==> config.mk <==
export PLATFORM = sky130hd
export DESIGN_NAME = uart_rx_byte
export DESIGN_NICKNAME = d
export VERILOG_FILES = /design/src/rtl/uart_rx_byte.sv
export SDC_FILE = /design/constraint.sdc
export NUM_CORES = 1
export LEC_CHECK = 0
export CELL_PAD_IN_SITES_DETAIL_PLACEMENT = 1
export CELL_PAD_IN_SITES_GLOBAL_PLACEMENT = 1
export CORE_UTILIZATION = 50
export DETAILED_ROUTE_END_ITERATION = 7
export DONT_BUFFER_PORTS = 1
export PLACE_DENSITY = 0.86
export SLEW_MARGIN = 30
export SYNTH_ARGS = -nofsm -noshare
export SYNTH_HDL_FRONTEND = slang
export SYNTH_SLANG_ARGS = --single-unit
==> constraint.sdc <==
create_clock -name CLK -period 3.7 [get_ports CLK]
set_input_delay 0.74 -clock CLK [delete_from_list [all_inputs] [get_ports CLK]]
set_output_delay 0.74 -clock CLK [all_outputs]
set_load 0.02 [all_outputs]
==> src/rtl/uart_rx_byte.sv <==
// 8N1 UART receiver: two-flop synchroniser, bit-centre sampling FSM and a
// single-entry valid/ready holding register with framing and overrun pulses.
module uart_rx_byte #(
  parameter logic [13:0] TMR_MAX = 14'd10416,
  parameter logic [13:0] HALF    = TMR_MAX >> 1
) (
  input  logic       CLK,
  input  logic       RST_N,
  input  logic       UART_RX,
  output logic [7:0] rx_data,
  output logic       rx_valid,
  input  logic       rx_ready,
  output logic       frm_err,
  output logic       overrun
);

  typedef enum logic [2:0] {IDLE, START, DATA, STOP, BREAK} state_t;

  state_t      state_q, state_d;
  logic        sync1_q, rx_s;
  logic [13:0] tmr_q, tmr_d;
  logic [2:0]  idx_q, idx_d;
  logic [7:0]  sh_q, sh_d;
  logic [7:0]  rx_data_q, rx_data_d;
  logic        rx_valid_q, rx_valid_d;
  logic        frm_err_q, frm_err_d;
  logic        overrun_q, overrun_d;
  logic        deliver, tick, accept;

  always_ff @(posedge CLK or negedge RST_N) begin
    if (!RST_N) begin
      sync1_q    <= 1'b1;
      rx_s       <= 1'b1;
      state_q    <= IDLE;
      tmr_q      <= '0;
      idx_q      <= '0;
      sh_q       <= '0;
      rx_data_q  <= '0;
      rx_valid_q <= 1'b0;
      frm_err_q  <= 1'b0;
      overrun_q  <= 1'b0;
    end else begin
      sync1_q    <= UART_RX;
      rx_s       <= sync1_q;
      state_q    <= state_d;
      tmr_q      <= tmr_d;
      idx_q      <= idx_d;
      sh_q       <= sh_d;
      rx_data_q  <= rx_data_d;
      rx_valid_q <= rx_valid_d;
      frm_err_q  <= frm_err_d;
      overrun_q  <= overrun_d;
    end
  end

  assign tick = (tmr_q == TMR_MAX);

  always_comb begin
    state_d   = state_q;
    tmr_d     = tmr_q + 14'd1;
    idx_d     = idx_q;
    sh_d      = sh_q;
    deliver   = 1'b0;
    frm_err_d = 1'b0;
    case (state_q)
      IDLE:  if (!rx_s) state_d = START;
      START: if (tmr_q == HALF) state_d = rx_s ? IDLE : DATA;
      DATA: begin
        // Timer wraps at every bit centre so samples stay one period apart.
        if (tick) begin
          sh_d  = {rx_s, sh_q[7:1]};
          idx_d = idx_q + 3'd1;
          tmr_d = '0;
          if (idx_q == 3'd7) state_d = STOP;
        end
      end
      STOP: begin
        if (tick) begin
          if (rx_s) begin
            deliver = 1'b1;
            state_d = IDLE;
          end else begin
            frm_err_d = 1'b1;
            state_d   = BREAK;
          end
        end
      end
      BREAK:   if (rx_s) state_d = IDLE;
      default: state_d = IDLE;
    endcase
    if (state_d != state_q) tmr_d = '0;
  end

  assign accept = rx_valid_q & rx_ready;

  always_comb begin
    rx_valid_d = rx_valid_q & ~accept;
    rx_data_d  = rx_data_q;
    overrun_d  = 1'b0;
    if (deliver) begin
      // A byte leaving on this edge frees the slot for the new one.
      if (!rx_valid_q || accept) begin
        rx_data_d  = sh_q;
        rx_valid_d = 1'b1;
      end else begin
        overrun_d = 1'b1;
      end
    end
  end

  assign rx_data  = rx_data_q;
  assign rx_valid = rx_valid_q;
  assign frm_err  = frm_err_q;
  assign overrun  = overrun_q;

endmodule

== Word-level counts from Yosys, hierarchy flattened ==
Index checks and enable logic that the tools add are counted.
Storage, ports and cells
  bits in registers: 41
  logic and storage cells: 50
Operators by class
  add/sub/neg operators: 2
  equal/unequal tests: 8
  muxes and demuxes: 22
  bitwise gates (word level): 3
  reduce and logical (&&, ||, !) cells: 5
Operator list (count)
  14-bit two-way mux: 3
  3-bit two-way mux: 7
  3-bit case mux with 5 select lines: 1
  14-bit by 1-bit adder with 14-bit output, second input constant: 1
  14-bit by 13-bit equality test with 1-bit output, second input constant: 1
  14-bit equality test, second input constant: 1
  1-bit two-way mux: 10
  3-bit by 2-bit equality test with 1-bit output, second input constant: 2
  3-bit equality test, second input constant: 2
  2-bit AND reduction: 2
  3-bit by 1-bit adder with 3-bit output, second input constant: 1
  3-bit by 1-bit equality test with 1-bit output, second input constant: 1
  3-bit zero test: 1
  3-bit != test: 1
  1-bit bitwise AND: 2
  2-bit two-way mux: 1
  1-bit zero test: 1
  1-bit logical OR: 1
  1-bit NOT: 1

== Logic depth before layout (Yosys ltp) ==
Gate-level depths: netlist of the first run.
  depth in word-level cells: 6
  depth in mapped cells: 7
  gate-level depth less buffers: 6

== Least setup slack after synthesis of the first run ==
OpenSTA, ideal clock, no wires.
  path type: reg2reg
  start point: register tmr_q[0]
  end point: register rx_data_q[0], in the netlist rx_data[0]
  setup time: 125 ps
  arrival: 2033 ps
  required time: 3575 ps
  slack: 1542 ps
  stages on the path, launching flop included: 8
  cell sequence: dfrtp_1 -> inv_1 -> ha_1 -> nor4b_4 -> nand4_2 -> or4b_1 -> buf_6 -> mux2_4
Between the ends
  word-level cells in the longest chain between the ends: 4
Ends and longest elaborated chain
  start: declaration: RTL line 21  | logic [13:0] tmr_q, tmr_d;
  start signal: assignment: RTL line 46  | tmr_q <= tmr_d;
  14-bit equality test: RTL line 56  | assign tick = (tmr_q == TMR_MAX);
  1-bit two-way mux: RTL line 78  | if (tick) begin
  1-bit two-way mux: RTL line 65  | case (state_q)
  2-bit AND reduction (no source line)
  end signal: assignment: RTL line 49  | rx_data_q <= rx_data_d;
  end: declaration: RTL line 24  | logic [7:0] rx_data_q, rx_data_d;
No other way between the ends.
A chain may end at the register's enable or synchronous reset.

== Worst setup path after layout of the first run ==
  start point: register tmr_q[0]
  end point: register rx_data_q[7], in the netlist rx_data[7]
The elaborated chain is that of the path after synthesis.

==> results of run 1 <==
[Yosys cell counts (all sizes together) (2+ instances only)]
cell | number | share of area (%)
a211oi | 3 | 1.1
a21oi | 8 | 2.0
a32oi | 2 | 0.88
and4 | 2 | 0.88
buf | 3 | 1.0
clkbuf | 4 | 0.76
dfrtp | 39 | 49
dfstp | 2 | 2.6
ha | 4 | 2.5
inv | 5 | 0.95
mux2 | 18 | 12
nand2 | 8 | 1.5
nand2b | 2 | 0.63
nand3 | 6 | 1.5
nand4 | 5 | 1.9
nor2 | 6 | 1.1
nor2b | 2 | 0.63
nor3 | 12 | 3.0
nor4 | 3 | 0.95
o21a | 2 | 0.76
o21ai | 2 | 0.50
xnor2 | 9 | 4.0
xor2 | 5 | 2.2
[cell usage in the layout, fill, tap and decap left out, types with 2 or more instances in the layout]
master | synthesis | layout
dfrtp_1 | 39 | 39
nor3_1 | 12 | 12
mux2_2 | 10 | 10
xnor2_1 | 9 | 9
nand2_1 | 8 | 8
a21oi_1 | 8 | 8
mux2_4 | 8 | 8
clkbuf_8 | 0 | 7
nor2_1 | 6 | 6
nand3_1 | 6 | 6
inv_1 | 5 | 5
xor2_1 | 5 | 5
nand4_1 | 4 | 4
ha_1 | 4 | 4
nor4_1 | 3 | 3
a211oi_1 | 3 | 3
nor2b_1 | 2 | 2
a32oi_1 | 2 | 2
and4_1 | 2 | 2
o21a_1 | 2 | 2
nand2b_1 | 2 | 2
o21ai_0 | 2 | 2
dfstp_2 | 2 | 2
[worst register-to-register path, stage by stage, from the launching register on]
cell,delay [ns]
dfrtp_1,0.45
inv_1,0.08
ha_1,0.14
nor4b_4,0.31
nand4_2,0.22
or4b_1,0.85
mux2_4,0.40
[state kept, by name, summed over array words and instances, names as in the netlist]
signal    count
tmr_q        14
rx_data       8
sh_q          8
idx_q         3
state_q       3
frm_err       1
overrun       1
rx_s          1
rx_valid      1
sync1_q       1
[path summary, 6_finish.rpt]
| path | endpoint | slack (ns) | cells after the start |
|---|---|---|---|
| max in group asynchronous | sync1_q$_DFF_PN1_ | 3.39 | 0 |
| setup reg to reg | rx_data[7]$_DFFE_PN0P_ | 1.13 | 6 |
| hold reg to reg | rx_s$_DFF_PN1_ | 0.37 | 0 |
| hold / removal | tmr_q[1]$_DFF_PN0_ | 0.13 | 0 |
| setup / recovery | rx_data[7]$_DFFE_PN0P_ | 1.13 | 6 |
| min in group CLK | rx_s$_DFF_PN1_ | 0.37 | 0 |
[area by class of cell]
class                      count  area, µm²  share of cell area [%]
clock buffer                   7       96.3                    4.55
clock inverter                 1       5.00                   0.236
inverter                       5       18.8                   0.887
multi-input combinational    114        901                    42.6
sequential                    41       1030                    48.6
tap                           48       60.1                    2.84
timing repair buffer           1       7.51                   0.355
[kinds of logic (layout without fill, tap and decap cells)]
group / Yosys count / in the layout / synth area share (%)
adder cells (fa/ha/maj): 4 / 4 / 2.52
buffers and inverters: 12 / 14 / 2.71
multiplexers: 18 / 18 / 11.7
XOR/XNOR: 14 / 14 / 6.18
AO/OA/AOI/OAI: 23 / 23 / 7.70
flip-flops: 41 / 41 / 51.9
AND/OR/NAND/NOR: 55 / 55 / 17.3
[power breakdown]
group	switching [mW]	total, mW	internal, mW
Sequential	0.00195	0.452	0.450
Clock	0.157	0.326	0.169
Combinational	0.000608	0.00120	0.000589
[routing by layer]
| layer | vias to the layer above | GRT usage, % |
|---|---|---|
| met2 | 16 | 42.6 |
| met3 | 4 | 5.46 |
| met5 | - | 0 |
| met4 | 0 | 7.22 |
| li1 | 607 | - |
| met1 | 706 | 28.6 |
==> metrics.txt, run 1 <==
outcome=finished clean; Area Growth Syn to Fin=6.75%; Die Ht=roughly 65 µm; Rel. slew slack=58.9%; CP Cell Sequence=inv_1, ha_1, nor4b_4, nand4_2, or4b_1, mux2_4; Seq cells post-synth=41; f_max=roughly 390 MHz; DR top layer=met4; post-detailed-route wirelength per cell=between 15 and 20 µm; Worst path top cell family by delay=simple AND/OR/NAND/NOR gates; Antenna Cells=0; Core Box Area=roughly 0.0037 mm²; Inst Count DP=209; max-cap viol count=0; crit-path max FO=8; Sink Count=41; met1 wire length=about 1800 µm; Hold Buf Count CTS=0; worst setup margin=about 1.1 ns; Cell variety after synth=42; Max Clock Skew=0.00865 ns; largest net degree at the start of global routing=42; crit path DAT=around 2.8 ns; setup repair bufs after CTS=0; via/cell ratio=6.14; ys flop type=dfrtp_1; Period Utilization, post-route=69.3%; Post-Route Setup TNS=0 ns; IO Count=15; Hold Slack=0.128 ns; clock root cell=clkbuf_8; Syn Nets=175; P per Cell Area=~370 mW/mm²; Buf/Inv on CP=1; Non-Filler Instances=217; initial antenna violation count=0; Seq/Total Area, Yosys=51.9%; full die area=0.00422 mm²; IO buf count=0; post-CTS resize count=0; fill cell count=397; Worst setup EP type=flip-flop; fin nets=176; Post-route DRC=0; Pleak=a little under 1 nW; number of buffers created by CTS=5; 1st-pass router iterations=4; Post-synth ARST share=100%; gr ovfl total=0; reg-to-reg startpoint=tmr_q[0]$_DFF_PN0_; die width=65.0 µm; cells after synthesis=167; Worst setup SP type=flip-flop; vias=between 1k and 1.5k; Slew Limit Fails=0; row cnt=22; WS Path Type=flip-flop to flip-flop; Power Total=0.779 mW; share of cells above drive strength 1=19.5%; design area=0.00212 mm²; Initial Util=between 50% and 60%; Setup WS pre-CTS=1.19 ns; CTS tree=built; Clk Latency, worst-skew pair=0.30 ns; Slew @ Worst Pin=0.617 ns; Clock Pin Slew Worst Setup and Hold Paths=0.08 ns; Post-synth EDFFs=0; unrepaired setup endpoints after global routing=no; Global Route Usage Sum=24.0%; syn_area_per_cell=11.9 µm²; CP max stage cell=or4b_1; clk buf depth=2; Met3 Wirelength=around 140 µm; Post-DP Area=0.00202 mm²; vias in the first global route=1455; H-tree lvl count=2; Critical Path RT=around 3.9 ns; minimum clock period=2.57 ns; drt total wl=4240 µm; CP max stage delay=0.85 ns; Hold WC Path Type=primary input to asynchronous set/reset pin; Critical Path Start=tmr_q[0]$_DFF_PN0_; routed wl met2=2230 µm; Final setup viols=0; global-route wire length before repair=7480 µm; Netlist Area Pre-Place=~0.0020 mm²; global placer's final weighted congestion=0.847; initial DRC count=69; DP HPWL=approximately 3000 µm; endpoints failing hold=0; YS warnings=0; fin util=56.6%; worst ir drop on vdd=0.000281 V; Routed Antenna Nets=0
No activity file was read; power rests on OpenSTA's default activity.
==> run 2: changes to the inputs <==
==> constraint.sdc (replaced) <==
create_clock -name CLK -period 2.5 [get_ports CLK]
set_input_delay 0.5 -clock CLK [delete_from_list [all_inputs] [get_ports CLK]]
set_output_delay 0.5 -clock CLK [all_outputs]
set_load 0.02 [all_outputs]
==> metrics.txt, run 2 (synthesis gave the netlist of run 1 again) <==
outcome=finished clean (unchanged); fin nets=179 (was 176); die width=65.0 µm (unchanged); DP HPWL=2850 µm (was 3030 µm); Max Clock Skew=0.00814 ns (was 0.00865 ns); Pleak=1.00 nW (was 0.975 nW); Area Growth Syn to Fin=9.46% (was 6.75%); worst ir drop on vdd=0.000424 V (was 0.000281 V); endpoints failing hold=0 (unchanged); Switch Pwr=0.239 mW (was 0.160 mW); Hold WC Path Type=primary input to asynchronous set/reset pin (unchanged); largest net degree at the start of global routing=40 (was 42); design area=0.00217 mm² (was 0.00212 mm²); minimum clock period=2.28 ns (was 2.57 ns); Die Ht=65.0 µm (unchanged); Worst setup SP type=flip-flop (unchanged); Setup WS pre-CTS=0.101 ns (was 1.19 ns); share of cells above drive strength 1=20.9% (was 19.5%); initial DRC count=31 (was 69); Inst Count DP=211 (was 209); largest reg by FF count=tmr_q (unchanged); CTS tree=built (unchanged); CP Cell Sequence=inv_1, ha_1, nor4b_4, nand4_2, or4b_4, mux2_4 (was inv_1, ha_1, nor4b_4, nand4_2, or4b_1, mux2_4); Antenna Cells=0 (unchanged); initial antenna violation count=0 (unchanged); 1st-pass router iterations=4 (unchanged); clk buf depth=2 (unchanged); max-cap viol count=0 (unchanged); worst setup margin=0.220 ns (was 1.13 ns); Post-Route Setup TNS=0 ns (unchanged); crit path DAT=2.46 ns (was 2.75 ns); IO buf count=0 (unchanged); Non-Filler Instances=220 (was 217); Critical Path RT=2.68 ns (was 3.88 ns); global placer's final weighted congestion=0.898 (was 0.847); Post-DP Area=0.00203 mm² (was 0.00202 mm²); H-tree lvl count=2 (unchanged); WS Path Type=flip-flop to flip-flop (unchanged); drt total wl=4410 µm (was 4240 µm); CP max stage delay=0.67 ns (was 0.85 ns); Clk Latency, worst-skew pair=0.30 ns (about the same); IO Count=15 (unchanged); CP max stage cell=or4b_4 (was or4b_1); global-route wire length before repair=7580 µm (was 7480 µm); post-detailed-route wirelength per cell=20.0 µm (was 19.5 µm); Routed Antenna Nets=0 (unchanged); Rel. slew slack=62.7% (was 58.9%); internal cell power=0.995 mW (was 0.619 mW); row cnt=22 (unchanged); Slew Limit Fails=0 (unchanged); commonest non-fill, non-tap cell in the layout=dfrtp_1 (unchanged); clock group share of total power=44.5% (was 41.8%); Worst setup EP type=flip-flop (unchanged); part of the power in registers=54.2% (was 58.0%); vias in the first global route=1438 (was 1455); clock root cell=clkbuf_8 (unchanged); Hold Slack=0.0377 ns (was 0.128 ns); via/cell ratio=5.94 (was 6.14); P per Cell Area=569 mW/mm² (was 368 mW/mm²); max reg flops=14 (unchanged); Slew @ Worst Pin=0.560 ns (was 0.617 ns); Clock Pin Slew Worst Setup and Hold Paths=0.08 ns (about the same); number of buffers created by CTS=5 (unchanged); Core Box Area=0.00374 mm² (unchanged); crit-path max FO=8 (unchanged); Global Route Usage Sum=24.9% (was 24.0%); gr ovfl total=0 (unchanged); full die area=0.00422 mm² (unchanged); leading cell types in the layout, fill and taps excluded=dfrtp_1, nor3_1, mux2_2 (unchanged); Sink Count=41 (unchanged); unrepaired setup endpoints after global routing=no (unchanged); Period Utilization, post-route=91.2% (was 69.3%); Post-route DRC=0 (unchanged); Final setup viols=0 (unchanged); Comb pwr share=1.4% (was 0.2%); Initial Util=53.0% (unchanged); f_max=439 MHz (was 390 MHz); sw frac=19.4% (was 20.5%); vias=1307 (was 1333)
## run 2: changes by cell type in the layout (fill, tap and decap cells not counted)
cell,change
buf_4,+2
buf_12,+1
bufinv_16,+1
clkbuf_1,+1
clkbuf_8,-1
clkinv_2,-1
or4b_1,-1
or4b_4,+1
## run 2: area by class of cell
type                            count  area, µm²
Inverter                            5       18.8
Fill cell                         397       1570
Sequential cell                    41       1030
Clock inverter                      1       30.0
Multi-Input combinational cell    114        905
Timing Repair Buffer                4       42.5
Clock buffer                        7       86.3
Tap cell                           48       60.1
## run 2: path summary, 6_finish.rpt
path	startpoint	end	slack, ns	depth (start not counted)
setup reg to reg	tmr_q[0]$_DFF_PN0_	rx_data[7]$_DFFE_PN0P_	0.22	6
hold / removal	RST_N	tmr_q[5]$_DFF_PN0_	0.04	1
min in group CLK	UART_RX	sync1_q$_DFF_PN1_	0.20	0
hold reg to reg	sync1_q$_DFF_PN1_	rx_s$_DFF_PN1_	0.36	0
max in group asynchronous	RST_N	idx_q[2]$_DFFE_PN0P_	2.27	1
setup / recovery	tmr_q[0]$_DFF_PN0_	rx_data[7]$_DFFE_PN0P_	0.22	6
## run 2: timing repair
| action | 4_1_cts | 5_1_grt |
|---|---|---|
| setup buffers | 0 | 0 |
| endpoints found under the setup margin | 0 | 8 |
| gates resized for setup | 0 | 1 |
| hold buffers | 1 | 0 |
| hold endpoints to repair | 39 | 0 |
## run 2: layer usage
metal  vias to the layer above  wire [µm]  GRT usage, %
li1                        612          -             -
met1                       667       1910          30.0
met2                        20       2250          41.3
met3                         8        168          7.22
met4                         0         78          10.6
met5                         -          0             0
## run 2: critical path: cells and delay by family, from the launching register on
| kind | cells | cell delay, ns |
|---|---|---|
| DFF | 1 | 0.44 |
| buffers and inverters | 1 | 0.08 |
| adders and majority gates | 1 | 0.14 |
| and+or+nand+nor | 3 | 1.14 |
| muxes | 1 | 0.35 |
## run 2: power by group through the flow
stage	logic, mW	registers [mW]	clock network, mW
final	0.0169	0.669	0.549
after global placement	0.00166	0.681	0
after global routing	0.0198	0.669	0.580
after CTS	0.0181	0.668	0.564
after detailed placement	0.00183	0.682	0
after floorplan	0.00324	0.679	0
## run 2: through the flow
step | power [mW] | utilization [%]
after global placement | 0.683 | 54.2
after detailed placement | 0.683 | 54.2
final | 1.23 | 58.0
after floorplan | 0.682 | -
after CTS | 1.25 | 57.9
after global routing | 1.27 | 58.0
==> run 3: changes to the inputs <==
--- a/config.mk
+++ b/config.mk
@@ -5,12 +5,13 @@
 export SDC_FILE = /design/constraint.sdc
 export NUM_CORES = 1
 export LEC_CHECK = 0
+export ABC_AREA = 1
 export CELL_PAD_IN_SITES_DETAIL_PLACEMENT = 1
 export CELL_PAD_IN_SITES_GLOBAL_PLACEMENT = 1
-export CORE_UTILIZATION = 50
+export CORE_UTILIZATION = 47
 export DETAILED_ROUTE_END_ITERATION = 7
 export DONT_BUFFER_PORTS = 1
-export PLACE_DENSITY = 0.86
+export PLACE_DENSITY = 0.87
 export SLEW_MARGIN = 30
 export SYNTH_ARGS = -nofsm -noshare
 export SYNTH_HDL_FRONTEND = slang
==> metrics.txt, run 3 <==
outcome=finished clean (unchanged); Switch Pwr=0.251 mW (was 0.239 mW); worst setup margin=0.404 ns (was 0.220 ns); clock group share of total power=43.9% (was 44.5%); H-tree lvl count=2 (unchanged); Die Ht=67.0 µm (was 65.0 µm); global-route wire length before repair=7750 µm (was 7580 µm); global placer's final weighted congestion=0.924 (was 0.898); number of buffers created by CTS=5 (unchanged); crit-path max FO=15 (was 8); Initial Util=49.3% (was 53.0%); max reg flops=14 (unchanged); syn_area_per_cell=8.52 µm² (was 11.9 µm²); Syn Nets=241 (was 175); sw frac=20.7% (was 19.4%); Clk Latency, worst-skew pair=0.30 ns (about the same); clock root cell=clkbuf_8 (unchanged); endpoints failing hold=0 (unchanged); share of cells above drive strength 1=12.7% (was 20.9%); P per Cell Area=570 mW/mm² (was 569 mW/mm²); via/cell ratio=5.39 (was 5.94); Multi-input gate area=788 µm² (was 905 µm²); DP HPWL=3120 µm (was 2850 µm); Most Frequent Cell on Critical Path=nand2_1; fin nets=244 (was 179); gr ovfl total=0 (unchanged); 1st-pass router iterations=4 (unchanged); Antenna Cells=0 (unchanged); initial antenna violation count=0 (unchanged); internal cell power=0.966 mW (was 0.995 mW); part of the power in registers=54.8% (was 54.2%); Sink Count=41 (unchanged); WS Path Type=flip-flop to flip-flop (unchanged); initial DRC count=87 (was 31); clk buf depth=2 (unchanged); Slew Limit Fails=0 (unchanged); Seq cells post-synth=41 (unchanged); Worst setup SP type=flip-flop (unchanged); CTS tree=built (unchanged); setup repair bufs after CTS=0 (unchanged); f_max=477 MHz (was 439 MHz); Storage cell area=0.00103 mm² (unchanged); Cell variety after synth=28 (was 42); row cnt=23 (was 22); Worst setup EP type=flip-flop (unchanged); ys flop type=dfrtp_1 (unchanged); Hold WC Path Type=primary input to asynchronous set/reset pin (unchanged); Setup WS pre-CTS=0.439 ns (was 0.101 ns); max-cap viol count=0 (unchanged); YS warnings=0 (unchanged); Slew @ Worst Pin=0.577 ns (was 0.560 ns); CP max stage cell=dfrtp_1 (was or4b_4); worst ir drop on vdd=0.000296 V (was 0.000424 V); Post-synth EDFFs=0 (unchanged); Seq/Total Area, Yosys=51.8% (was 51.9%); cells after synthesis=233 (was 167); IO buf count=0 (unchanged); post-CTS resize count=0 (unchanged); leading cell types in the layout, fill and taps excluded=nand2_1, dfrtp_1, inv_1, nor2_1, nand3_1 (was dfrtp_1, nor3_1, mux2_2); full die area=0.00449 mm² (was 0.00422 mm²); drt total wl=4650 µm (was 4410 µm); Post-synth ARST share=100% (unchanged); Power Total=1.22 mW (was 1.23 mW); minimum clock period=2.10 ns (was 2.28 ns); CP max stage delay=0.40 ns (was 0.67 ns); IO Count=15 (unchanged); Hold Buf Count CTS=1 (unchanged); Post-Route Setup TNS=0 ns (unchanged); leading area contributor after synthesis=dfrtp_1 (unchanged); share of the synthesized area in the top cell type=49.2% (about the same); Critical Path RT=2.68 ns (about the same); Max Clock Skew=0.00828 ns (was 0.00814 ns); Pleak=1.06 nW (was 1.00 nW); Core Box Area=0.00403 mm² (was 0.00374 mm²); synth top area cells=dfrtp_1, nand2_1, inv_1 (was dfrtp_1, mux2_4, mux2_2); post-detailed-route wirelength per cell=16.2 µm (was 20.0 µm); count leader, synth=nand2_1 (was dfrtp_1); die width=67.0 µm (was 65.0 µm); largest net degree at the start of global routing=40 (unchanged); Post-route DRC=0 (unchanged); commonest cells in the netlist=nand2_1, dfrtp_1, inv_1, nor2_1, nand3_1 (was dfrtp_1, nor3_1, mux2_2); vias=1546 (was 1307); largest reg by FF count=tmr_q (unchanged); unrepaired setup endpoints after global routing=no (unchanged); CP Cell Sequence=inv_1, ha_1, inv_1, nor2_1, nand2_1, nor2_2, nand2_2, nor2_1, nand2_1, nand2_1, o21ai_2 (was inv_1, ha_1, nor4b_4, nand4_2, or4b_4, mux2_4); Final setup viols=0 (unchanged); commonest non-fill, non-tap cell in the layout=nand2_1 (was dfrtp_1); Clock Pin Slew Worst Setup and Hold Paths=0.08 ns (about the same); Area Growth Syn to Fin=7.57% (was 9.46%); Rel. slew slack=61.4% (was 62.7%); Routed Antenna Nets=0 (unchanged); Comb pwr share=1.4% (about the same); vias in the first global route=1657 (was 1438); crit path DAT=2.28 ns (was 2.46 ns); fill cell count=506 (was 397); Netlist Area Pre-Place=0.00198 mm² (about the same); Period Utilization, post-route=83.9% (was 91.2%); Global Route Usage Sum=24.2% (was 24.9%)
==> run 3: cell types whose count changed after synthesis, sizes merged, moves of 3 or more <==
cell and change:
a211oi -3, clkbuf -4, nand2 +45, mux2 -16
inv +29, o21ai +16, xnor2 -8, a21oi -4
nor2 +26, nand3 +11, nor3 -5
==> run 3: cells by family (layout without fill, tap and decap cells) <==
group | count (synthesis) | after routing | synth area share, %
multiplexers | 2 | 2 | 1.13
XOR/XNOR | 5 | 5 | 2.21
adder cells (fa/ha/maj) | 4 | 4 | 2.52
buffers and inverters | 39 | 43 | 8.45
AND/OR/NAND/NOR | 117 | 117 | 25.9
AO/OA/AOI/OAI | 25 | 25 | 8.01
flip-flops | 41 | 41 | 51.8
==> run 3: worst paths after layout <==
| kind | to | depth (start not counted) | from | slack [ns] |
|---|---|---|---|---|
| min in group CLK | sync1_q$_DFF_PN1_ | 0 | UART_RX | 0.19 |
| worst min register to register | rx_s$_DFF_PN1_ | 0 | sync1_q$_DFF_PN1_ | 0.36 |
| worst max register to register | rx_data[3]$_DFFE_PN0P_ | 11 | tmr_q[0]$_DFF_PN0_ | 0.40 |
| worst max-delay path | rx_data[3]$_DFFE_PN0P_ | 11 | tmr_q[0]$_DFF_PN0_ | 0.40 |
| max in group asynchronous | rx_data[2]$_DFFE_PN0P_ | 1 | RST_N | 2.27 |
| worst min-delay path | tmr_q[8]$_DFF_PN0_ | 1 | RST_N | 0.03 |
==> run 3: cell type report <==
cell class              instances  share of cell area [%]
inverters                      34                    5.98
clock inverters                 2                    1.64
multi-input cells             153                    36.9
well taps                      50                    2.93
repair buffers                  1                   0.938
clock buffers                   6                    3.40
flip-flops and latches         41                    48.2
==> run 3: critical path, delay by kind of cell, from the launching register on <==
family                     cells  cell delay, ns
buffers and inverters          2            0.17
and+or+nand+nor                7            1.14
DFF                            1            0.40
AOI/OAI and AO/OA              1            0.06
adders and majority gates      1            0.19
==> run 3: power groups by stage <==
stage / Combinational (mW) / Sequential (mW) / Clock [mW]
3_3_place_gp: 0.00112 / 0.680 / 0
5_1_grt: 0.0189 / 0.667 / 0.570
4_1_cts: 0.0172 / 0.667 / 0.539
6_report: 0.0165 / 0.667 / 0.534
3_5_place_dp: 0.00122 / 0.680 / 0
2_1_floorplan: 0.000875 / 0.680 / 0
==> run 3: stage by stage <==
stage / instances / hold slack, ns / cell area [µm²] / utilization [%]
after detailed placement: 278 / 0.206 / 2010 / 49.8
final: 287 / 0.0328 / 2130 / 53.0
after global routing: 287 / 0.0203 / 2130 / 53.0
after global placement: 278 / 0.206 / 2010 / 49.8
after floorplan: 233 / 0.204 / 1980 / -
after CTS: 287 / 0.0334 / 2130 / 53.0
==> run 3: metal layers <==
metal | part of all wire (%) | vias to the layer above | global-route usage, %
li1 | - | 748 | -
met1 | 46 | 765 | 29.7
met2 | 49 | 17 | 39.0
met3 | 2.6 | 16 | 5.14
met4 | 2.8 | 0 | 13.6
met5 | 0 | - | 0
